### config.mk
export PLATFORM = sky130hd
export DESIGN_NAME = seg7_scan_driver
export DESIGN_NICKNAME = d
export VERILOG_FILES = /design/src/rtl/seg7_scan_driver.sv
export SDC_FILE = /design/constraint.sdc
export NUM_CORES = 1
export LEC_CHECK = 0
export BUFFER_PORTS_ARGS = -buffer_cell sky130_fd_sc_hd__buf_2
export CAP_MARGIN = 30
export CORE_ASPECT_RATIO = 1.4
export CORE_MARGIN = 2
export CORE_UTILIZATION = 50
export CTS_BUF_LIST = sky130_fd_sc_hd__clkbuf_2
export CTS_CLUSTER_SIZE = 12
export DETAILED_ROUTE_END_ITERATION = 12
export PLACE_DENSITY = 0.84
export SLEW_MARGIN = 30
export SYNTH_ARGS = -nofsm -noshare
export SYNTH_HDL_FRONTEND = slang
export SYNTH_SLANG_ARGS = --single-unit
### constraint.sdc
create_clock -name clk -period 3.1 [get_ports clk]
set_clock_uncertainty 0.15 [all_clocks]
set_input_delay 0.62 -clock clk [delete_from_list [all_inputs] [get_ports clk]]
set_output_delay 0.62 -clock clk [all_outputs]
set_load 0.1 [all_outputs]
### src/rtl/seg7_scan_driver.sv
// Time-multiplexed 7-segment scan driver: one digit lit per slot, with a blanked
// lead-in each slot so the anode switch never overlaps the segment change.
module seg7_scan_driver #(
  parameter int NUM_DIGITS   = 8,
  parameter int SLOT_CYCLES  = 50000,
  parameter int BLANK_CYCLES = 500
) (
  input  logic                  clk,
  input  logic                  n_rst,
  input  logic                  i_en,
  input  logic [6:0]            i_hex [0:NUM_DIGITS-1],
  input  logic [NUM_DIGITS-1:0] i_dp,
  output logic [6:0]            o_seg,
  output logic                  o_dp_n,
  output logic [NUM_DIGITS-1:0] o_an,
  output logic                  o_frame
);

  localparam int CNT_W = $clog2(SLOT_CYCLES);
  localparam int IDX_W = (NUM_DIGITS > 1) ? $clog2(NUM_DIGITS) : 1;
  localparam logic [CNT_W-1:0] BLANK_LAST = CNT_W'(BLANK_CYCLES - 1);
  localparam logic [CNT_W-1:0] SLOT_LAST  = CNT_W'(SLOT_CYCLES - 1);
  localparam logic [IDX_W-1:0] IDX_LAST   = IDX_W'(NUM_DIGITS - 1);

  typedef enum logic [1:0] {S_OFF, S_BLANK, S_DRIVE} state_t;

  state_t                r_state, w_state_next;
  logic [CNT_W-1:0]      r_cnt, w_cnt_next;
  logic [IDX_W-1:0]      r_idx, w_idx_next;
  logic [6:0]            r_snap_seg, w_snap_seg_next;
  logic                  r_snap_dp, w_snap_dp_next;
  logic [NUM_DIGITS-1:0] w_an_next;
  logic [6:0]            w_seg_next;
  logic                  w_dp_n_next;
  logic                  w_frame_next;

  always_ff @(posedge clk or negedge n_rst) begin
    if (!n_rst) begin
      r_state    <= S_OFF;
      r_cnt      <= '0;
      r_idx      <= '0;
      r_snap_seg <= 7'h7F;
      r_snap_dp  <= 1'b0;
    end else begin
      r_state    <= w_state_next;
      r_cnt      <= w_cnt_next;
      r_idx      <= w_idx_next;
      r_snap_seg <= w_snap_seg_next;
      r_snap_dp  <= w_snap_dp_next;
    end
  end

  always_comb begin
    w_state_next    = r_state;
    w_cnt_next      = r_cnt;
    w_idx_next      = r_idx;
    w_snap_seg_next = r_snap_seg;
    w_snap_dp_next  = r_snap_dp;
    if (!i_en) begin
      w_state_next = S_OFF;
      w_cnt_next   = '0;
      w_idx_next   = '0;
    end else begin
      case (r_state)
        S_OFF: begin
          w_state_next = S_BLANK;
          w_cnt_next   = '0;
          w_idx_next   = '0;
        end
        S_BLANK: begin
          // Latch the digit once per slot so later input changes cannot tear it.
          if (r_cnt == '0) begin
            w_snap_seg_next = i_hex[r_idx];
            w_snap_dp_next  = i_dp[r_idx];
          end
          w_cnt_next = r_cnt + 1'b1;
          if (r_cnt == BLANK_LAST) w_state_next = S_DRIVE;
        end
        S_DRIVE: begin
          if (r_cnt == SLOT_LAST) begin
            w_state_next = S_BLANK;
            w_cnt_next   = '0;
            w_idx_next   = (r_idx == IDX_LAST) ? '0 : r_idx + 1'b1;
          end else begin
            w_cnt_next = r_cnt + 1'b1;
          end
        end
        default: begin
          w_state_next = S_OFF;
          w_cnt_next   = '0;
          w_idx_next   = '0;
        end
      endcase
    end
  end

  // Outputs decode the next state so they line up with the state they describe.
  always_comb begin
    w_seg_next   = 7'h7F;
    w_dp_n_next  = 1'b1;
    w_frame_next = (w_state_next == S_BLANK) && (w_cnt_next == '0) && (w_idx_next == '0);
    if (w_state_next == S_DRIVE) begin
      w_seg_next  = w_snap_seg_next;
      w_dp_n_next = ~w_snap_dp_next;
    end
  end

  generate
    for (genvar gi = 0; gi < NUM_DIGITS; gi++) begin : g_an
      assign w_an_next[gi] = !((w_state_next == S_DRIVE) && (w_idx_next == IDX_W'(gi)));
    end
  endgenerate

  always_ff @(posedge clk or negedge n_rst) begin
    if (!n_rst) begin
      o_an    <= '1;
      o_seg   <= 7'h7F;
      o_dp_n  <= 1'b1;
      o_frame <= 1'b0;
    end else begin
      o_an    <= w_an_next;
      o_seg   <= w_seg_next;
      o_dp_n  <= w_dp_n_next;
      o_frame <= w_frame_next;
    end
  end

endmodule
Word-level counts from Yosys, hierarchy flattened
Cells that the tools add are included.

storage, ports and cells
  bits in registers = 46
  output and inout port bits = 17
  logic and storage cells = 75

operators by class
  add/sub/neg operators = 2
  magnitude comparators = 2
  equal/unequal tests = 14
  multiplexer cells = 24
  bitwise logic cells = 2
  reductions and logical operators = 22

operators with widths
  cell                                                                          count
  7-bit two-way mux                                                             6
  16-bit logical NOT                                                            2
  16-bit two-way mux                                                            2
  16-bit one-hot mux with 2 select lines                                        1
  7-bit binary-select mux with 3-bit select                                     1
  16-bit by 1-bit adder with 16-bit output, second input constant               1
  16-bit == test, second input constant                                         1
  16-bit by 9-bit == test with 1-bit output, second input constant              1
  3-bit == test, second input constant                                          5
  1-bit logical AND                                                             10
  3-bit two-way mux                                                             3
  1-bit logical NOT                                                             8
  3-bit by 2-bit == test with 1-bit output, second input constant               2
  2-bit two-way mux                                                             3
  2-bit one-hot mux with 3 select lines                                         1
  3-bit one-hot mux with 2 select lines                                         1
  1-bit two-way mux                                                             5
  2-bit by 1-bit == test with 1-bit output, second input constant               2
  2-bit == test, second input constant                                          2
  4-bit >= comparator, second input constant                                    1
  3-bit by 4-bit less-than comparator with 1-bit output, second input constant  1
  3-bit inverter with 4-bit output                                              1
  3-bit by 1-bit adder with 3-bit output, second input constant                 1
  1-bit binary-select mux with 3-bit select                                     1
  4 further kinds                                                               4

Logic depth before layout (Yosys ltp)
  word-level depth = 8
  mapped depth = 9

Worst setup path after synthesis
Ideal clock, no wire load.

  path kind = register -> register
  start point = register r_cnt[1]
  end point = register o_an[4]
  arrival = 2.098 ns
  slack = 0.763 ns
  cell stages (with the launch flop) = 9
  period minus slack after synthesis = 2.337 ns
  path through = dfrtp_1 ha_1 buf_2 and4bb_2 nand4_1 a211o_1 nor3_2 and2_2 or3b_1

between the ends
  word-level cells in the longest chain between the ends = 7
  elaborated cells between the ends (all ways) = 13
  those cells by class = 4 x eq/ne; 7 x mux; 2 x reduce/logical

RTL lines
  what                                                                                                   RTL line  source
  start: declaration                                                                                     28        logic [CNT_W-1:0] r_cnt, w_cnt_next;
  start signal: assignment                                                                               46        r_cnt <= w_cnt_next;
  16-bit == test / 16-bit by 9-bit == test with 1-bit output (equally long branches)                     80, 77
  3-bit two-way mux (tied with other cells)                                                              80        if (r_cnt == SLOT_LAST) begin
  3-bit one-hot mux with 2 select lines / 2-bit one-hot mux with 3 select lines (equally long branches)  64        case (r_state)
  3-bit two-way mux / 2-bit two-way mux (equally long branches)                                          59        if (!i_en) begin
  3-bit == test / 2-bit == test (equally long branches)                                                  110       assign w_an_next[gi] = !((w_state_next == S_DRIVE) && (w_idx_next == IDX_W'(gi)));
  1-bit logical AND (*)                                                                                  110
  1-bit logical NOT (*)                                                                                  110
  via w_an_next[4]                                                                                       32        logic [NUM_DIGITS-1:0] w_an_next;
  end signal: assignment                                                                                 121       o_an <= w_an_next;
  end: declaration                                                                                       15        output logic [NUM_DIGITS-1:0] o_an,

The timed path passes the listed nets; every way through them passes the cells marked *.

Worst setup path after layout
Ends and elaborated chain as after synthesis.

==> flow_metrics.py <==
metrics = {
    "clock_network": {
        "cts_tree": "built",
        "cts_max_path_buffers": 2,
        "cts_max_level": 2,
        "cts_resized": 0,
        "clkSinkCount": 46,
        "cts-buffers-inserted": 5,
        "hold_buffers": 0,
        "path_clk_slew_ns": 0.22,
        "cts_root_buffer": "clkbuf_2",
        "clock_latency_ns": 0.41,
        "cts_setup_buffers": 0,
    },
    "timing": {
        "period_needed_ns": 2.725,
        "slew_violations": 0,
        "rsz0062_at_grt": "no",
        "hold_viol_final": 0,
        "clock.fmax_ghz": 0.3670,
        "tightest_slew_ns": 0.7706,
        "setup_tns_ns": 0,
        "maxSlewHeadroom_pct": 48.62,
        "finalCritPeriodShare_pct": 87.90,
        "setup_viol": 0,
    },
    "drt": {
        "detail_route.drc_violations": 0,
        "drtIter0Drc": 102,
        "vias_per_cell": 5.827,
        "vias": 2354,
        "drt_first_pass_iters": 4,
        "drt-total-wl_mm": 6.431,
        "post_drt_wl_per_cell_um": 15.92,
        "antenna_violating_nets_post_route": 0,
    },
    "floorplan": {
        "fp.dieH_um": 95.93,
        "start_util_pct": 51.47,
        "fp.dieW_um": 69.66,
        "ioPinCount": 84,
        "rows": 33,
        "dieArea_um2": 6682,
        "core_um2": 5863,
    },
    "layout": {
        "nets": 408,
        "area_growth_pct": 13.27,
        "drive_gt1_share_pct": 46.71,
        "nFillCells": 488,
        "antenna_cells": 0,
        "fin_area_um2": 3418,
    },
    "power": {
        "p_per_area_nw_per_um2": 325.3,
        "p_seq_share_pct": 58.3,
        "switchingPower_mw": 0.2581,
        "pwr-share-comb_pct": 12.5,
        "clkPwrFrac_pct": 29.1,
        "leakage_nw": 1.372,
        "switching_share_pct": 23.21,
        "power.internal_mw": 0.8539,
        "vdd_drop_max_v": 0.0002627,
    },
    "setup_path": {
        "critPathCaptureType": "flip-flop",
        "cp_max_fo": 9,
        "crit_type": "reg2reg",
        "cpMaxStageDelayCell": "dfrtp_1",
        "cp-start-kind": "flip-flop",
        "worstPathArrival_ns": 2.94,
        "required_ns": 3.31,
        "reg2reg_depth": 7,
        "worstPathCellList": "ha_1 -> and4bb_2 -> nand4_1 -> a211o_1 -> nor3_2 -> and2_2 -> or3b_1",
        "slowest_delay_ns": 0.49,
    },
    "synthesis": {
        "yosys_warnings": 0,
        "synth.yosys.seq_area_share_pct": 39.10,
        "synth_most_common_cell": "nor2_1",
        "synth_top_area_share_pct": 20.02,
        "synth_edf_count": 0,
        "avgSynthCellArea_um2": 11.52,
        "synthTopCellsByArea": "dfstp_2 20%, dfrtp_1 19%, mux4_2 9.0%",
        "post-synth-top-area-cell": "dfstp_2",
        "ys_ff_latch": 46,
        "syn-num-nets": 337,
        "yosys-top-cells-count": "24 x nor2_1, 23 x dfrtp_1, 23 x dfstp_2",
        "ys.flop_type": "dfstp_2",
        "syn-cell-area_um2": 3018,
        "async_reset_ff_share_pct": 100.0,
        "yosysUniqueCellTypes": 53,
        "syn-instance-count": 262,
    },
    "grt": {
        "grt_pass1_vias": 2387,
        "grt_max_degree": 47,
        "grt_pass1_wl_mm": 10.67,
        "grt_overflow": 0,
        "antenna_found_initial": 0,
        "grt_use_total_pct": 19.81,
    },
    "min_path": {
        "hold_class": "in2async",
    },
    "outcome": {
        "status": "finished, final reports clean",
    },
    "placement": {
        "buffer_ports.inserted": 83,
        "dpl.hpwl_mm": 4.929,
        "dpl-instance-area_um2": 3352,
        "place.gp.congestion": 0.8694,
    },
    "run": {
        "cap_viol_max_count": 0,
    },
}
power groups by stage:
stage | sequential, mW | clock [mW] | combinational (mW)
final | 0.649 | 0.324 | 0.139
after global routing | 0.651 | 0.352 | 0.155
after CTS | 0.649 | 0.332 | 0.141
after detailed placement | 0.659 | 0 | 0.141
after global placement | 0.657 | 0 | 0.135
after floorplan | 0.665 | 0 | 0.0667
metrics by stage:
stage / setup WS (ns) / std cells / power [mW] / hold WS [ns] / util, %
6_report: 0.3752 / 404 / 1.112 / 0.001157 / 58.30
5_1_grt: 0.1774 / 404 / 1.159 / 0.03417 / 58.30
4_1_cts: 0.3737 / 404 / 1.123 / 0.2026 / 58.26
3_5_place_dp: 0.4257 / 396 / 0.7993 / 0.3436 / 57.17
3_3_place_gp: 0.5396 / 396 / 0.7922 / 0.3334 / 57.17
2_1_floorplan: 0.7634 / 262 / 0.7313 / 0.1744 / -
flip-flops by register name, summed over array words and instances (netlist names):
signal	flops
o_an	8
r_idx	3
o_dp_n	1
r_snap_dp	1
r_state	2
o_seg	7
r_cnt	16
r_snap_seg	7
o_frame	1
layer usage:
metal	wire length (um)	global-route usage [%]
met5	0	0
met4	134	6.571
met3	420	4.293
met2	3584	40.63
met1	2291	19.53
layout make-up:
| class | instances | area (um2) | area share [%] |
|---|---|---|---|
| well taps | 70 | 87.58 | 2.562 |
| flip-flops and latches | 46 | 1180 | 34.52 |
| clock buffers | 6 | 30.03 | 0.8785 |
| clock inverters | 2 | 33.78 | 0.9883 |
| repair buffers | 86 | 440.4 | 12.88 |
| inverters | 9 | 33.78 | 0.9883 |
| multi-input cells | 185 | 1613 | 47.18 |
worst paths after layout:
kind	from	endpoint	slack (ns)
max	r_cnt[1]$_DFF_PN0_	o_an[4]$_DFF_PN1_	0.38
min	n_rst	r_cnt[8]$_DFF_PN0_	0.001
max reg2reg	r_cnt[1]$_DFF_PN0_	o_an[4]$_DFF_PN1_	0.38
min reg2reg	r_snap_dp$_DFF_PN0_	r_snap_dp$_DFF_PN0_	0.39
max in group asynchronous	n_rst	o_seg[6]$_DFF_PN1_	2.40
min in group clk	r_snap_dp$_DFF_PN0_	r_snap_dp$_DFF_PN0_	0.39
cell usage in the layout (no fill, tap or decap), types with 2 or more instances in the layout:
master / instances
buf_4: 4
o32ai_1: 2
xnor2_1: 12
nand3_1: 15
xor2_1: 4
a21oi_1: 4
dfrtp_1: 23
nor2_1: 24
buf_2: 82
or2b_1: 2
nand3b_1: 4
nor4_4: 2
or4_1: 6
nor3_1: 7
a311oi_1: 2
mux4_2: 12
nor4_1: 6
mux4_1: 4
nand4_1: 6
nand2_1: 11
and4_2: 2
mux2_2: 17
and4_1: 3
inv_1: 9
clkbuf_2: 6
o21ai_0: 5
and3_1: 4
dfstp_2: 23
nor2b_1: 2
nor3_2: 2
ha_1: 8
critical path, delay by kind of cell (launching register included):
family / cells / cell delay [ns]
adders and majority gates: 1 / 0.37
DFF: 1 / 0.49
AOI/OAI and AO/OA: 1 / 0.38
and+or+nand+nor: 5 / 1.28
kinds of logic after synthesis:
| group | synth area share [%] |
|---|---|
| AO/OA/AOI/OAI | 5.058 |
| buffers and inverters | 7.462 |
| flip-flops | 39.10 |
| multiplexers | 19.11 |
| XOR/XNOR | 4.643 |
| adder cells (fa/ha/maj) | 3.317 |
| AND/OR/NAND/NOR | 21.31 |
No activity file was read; power rests on OpenSTA's default activity.
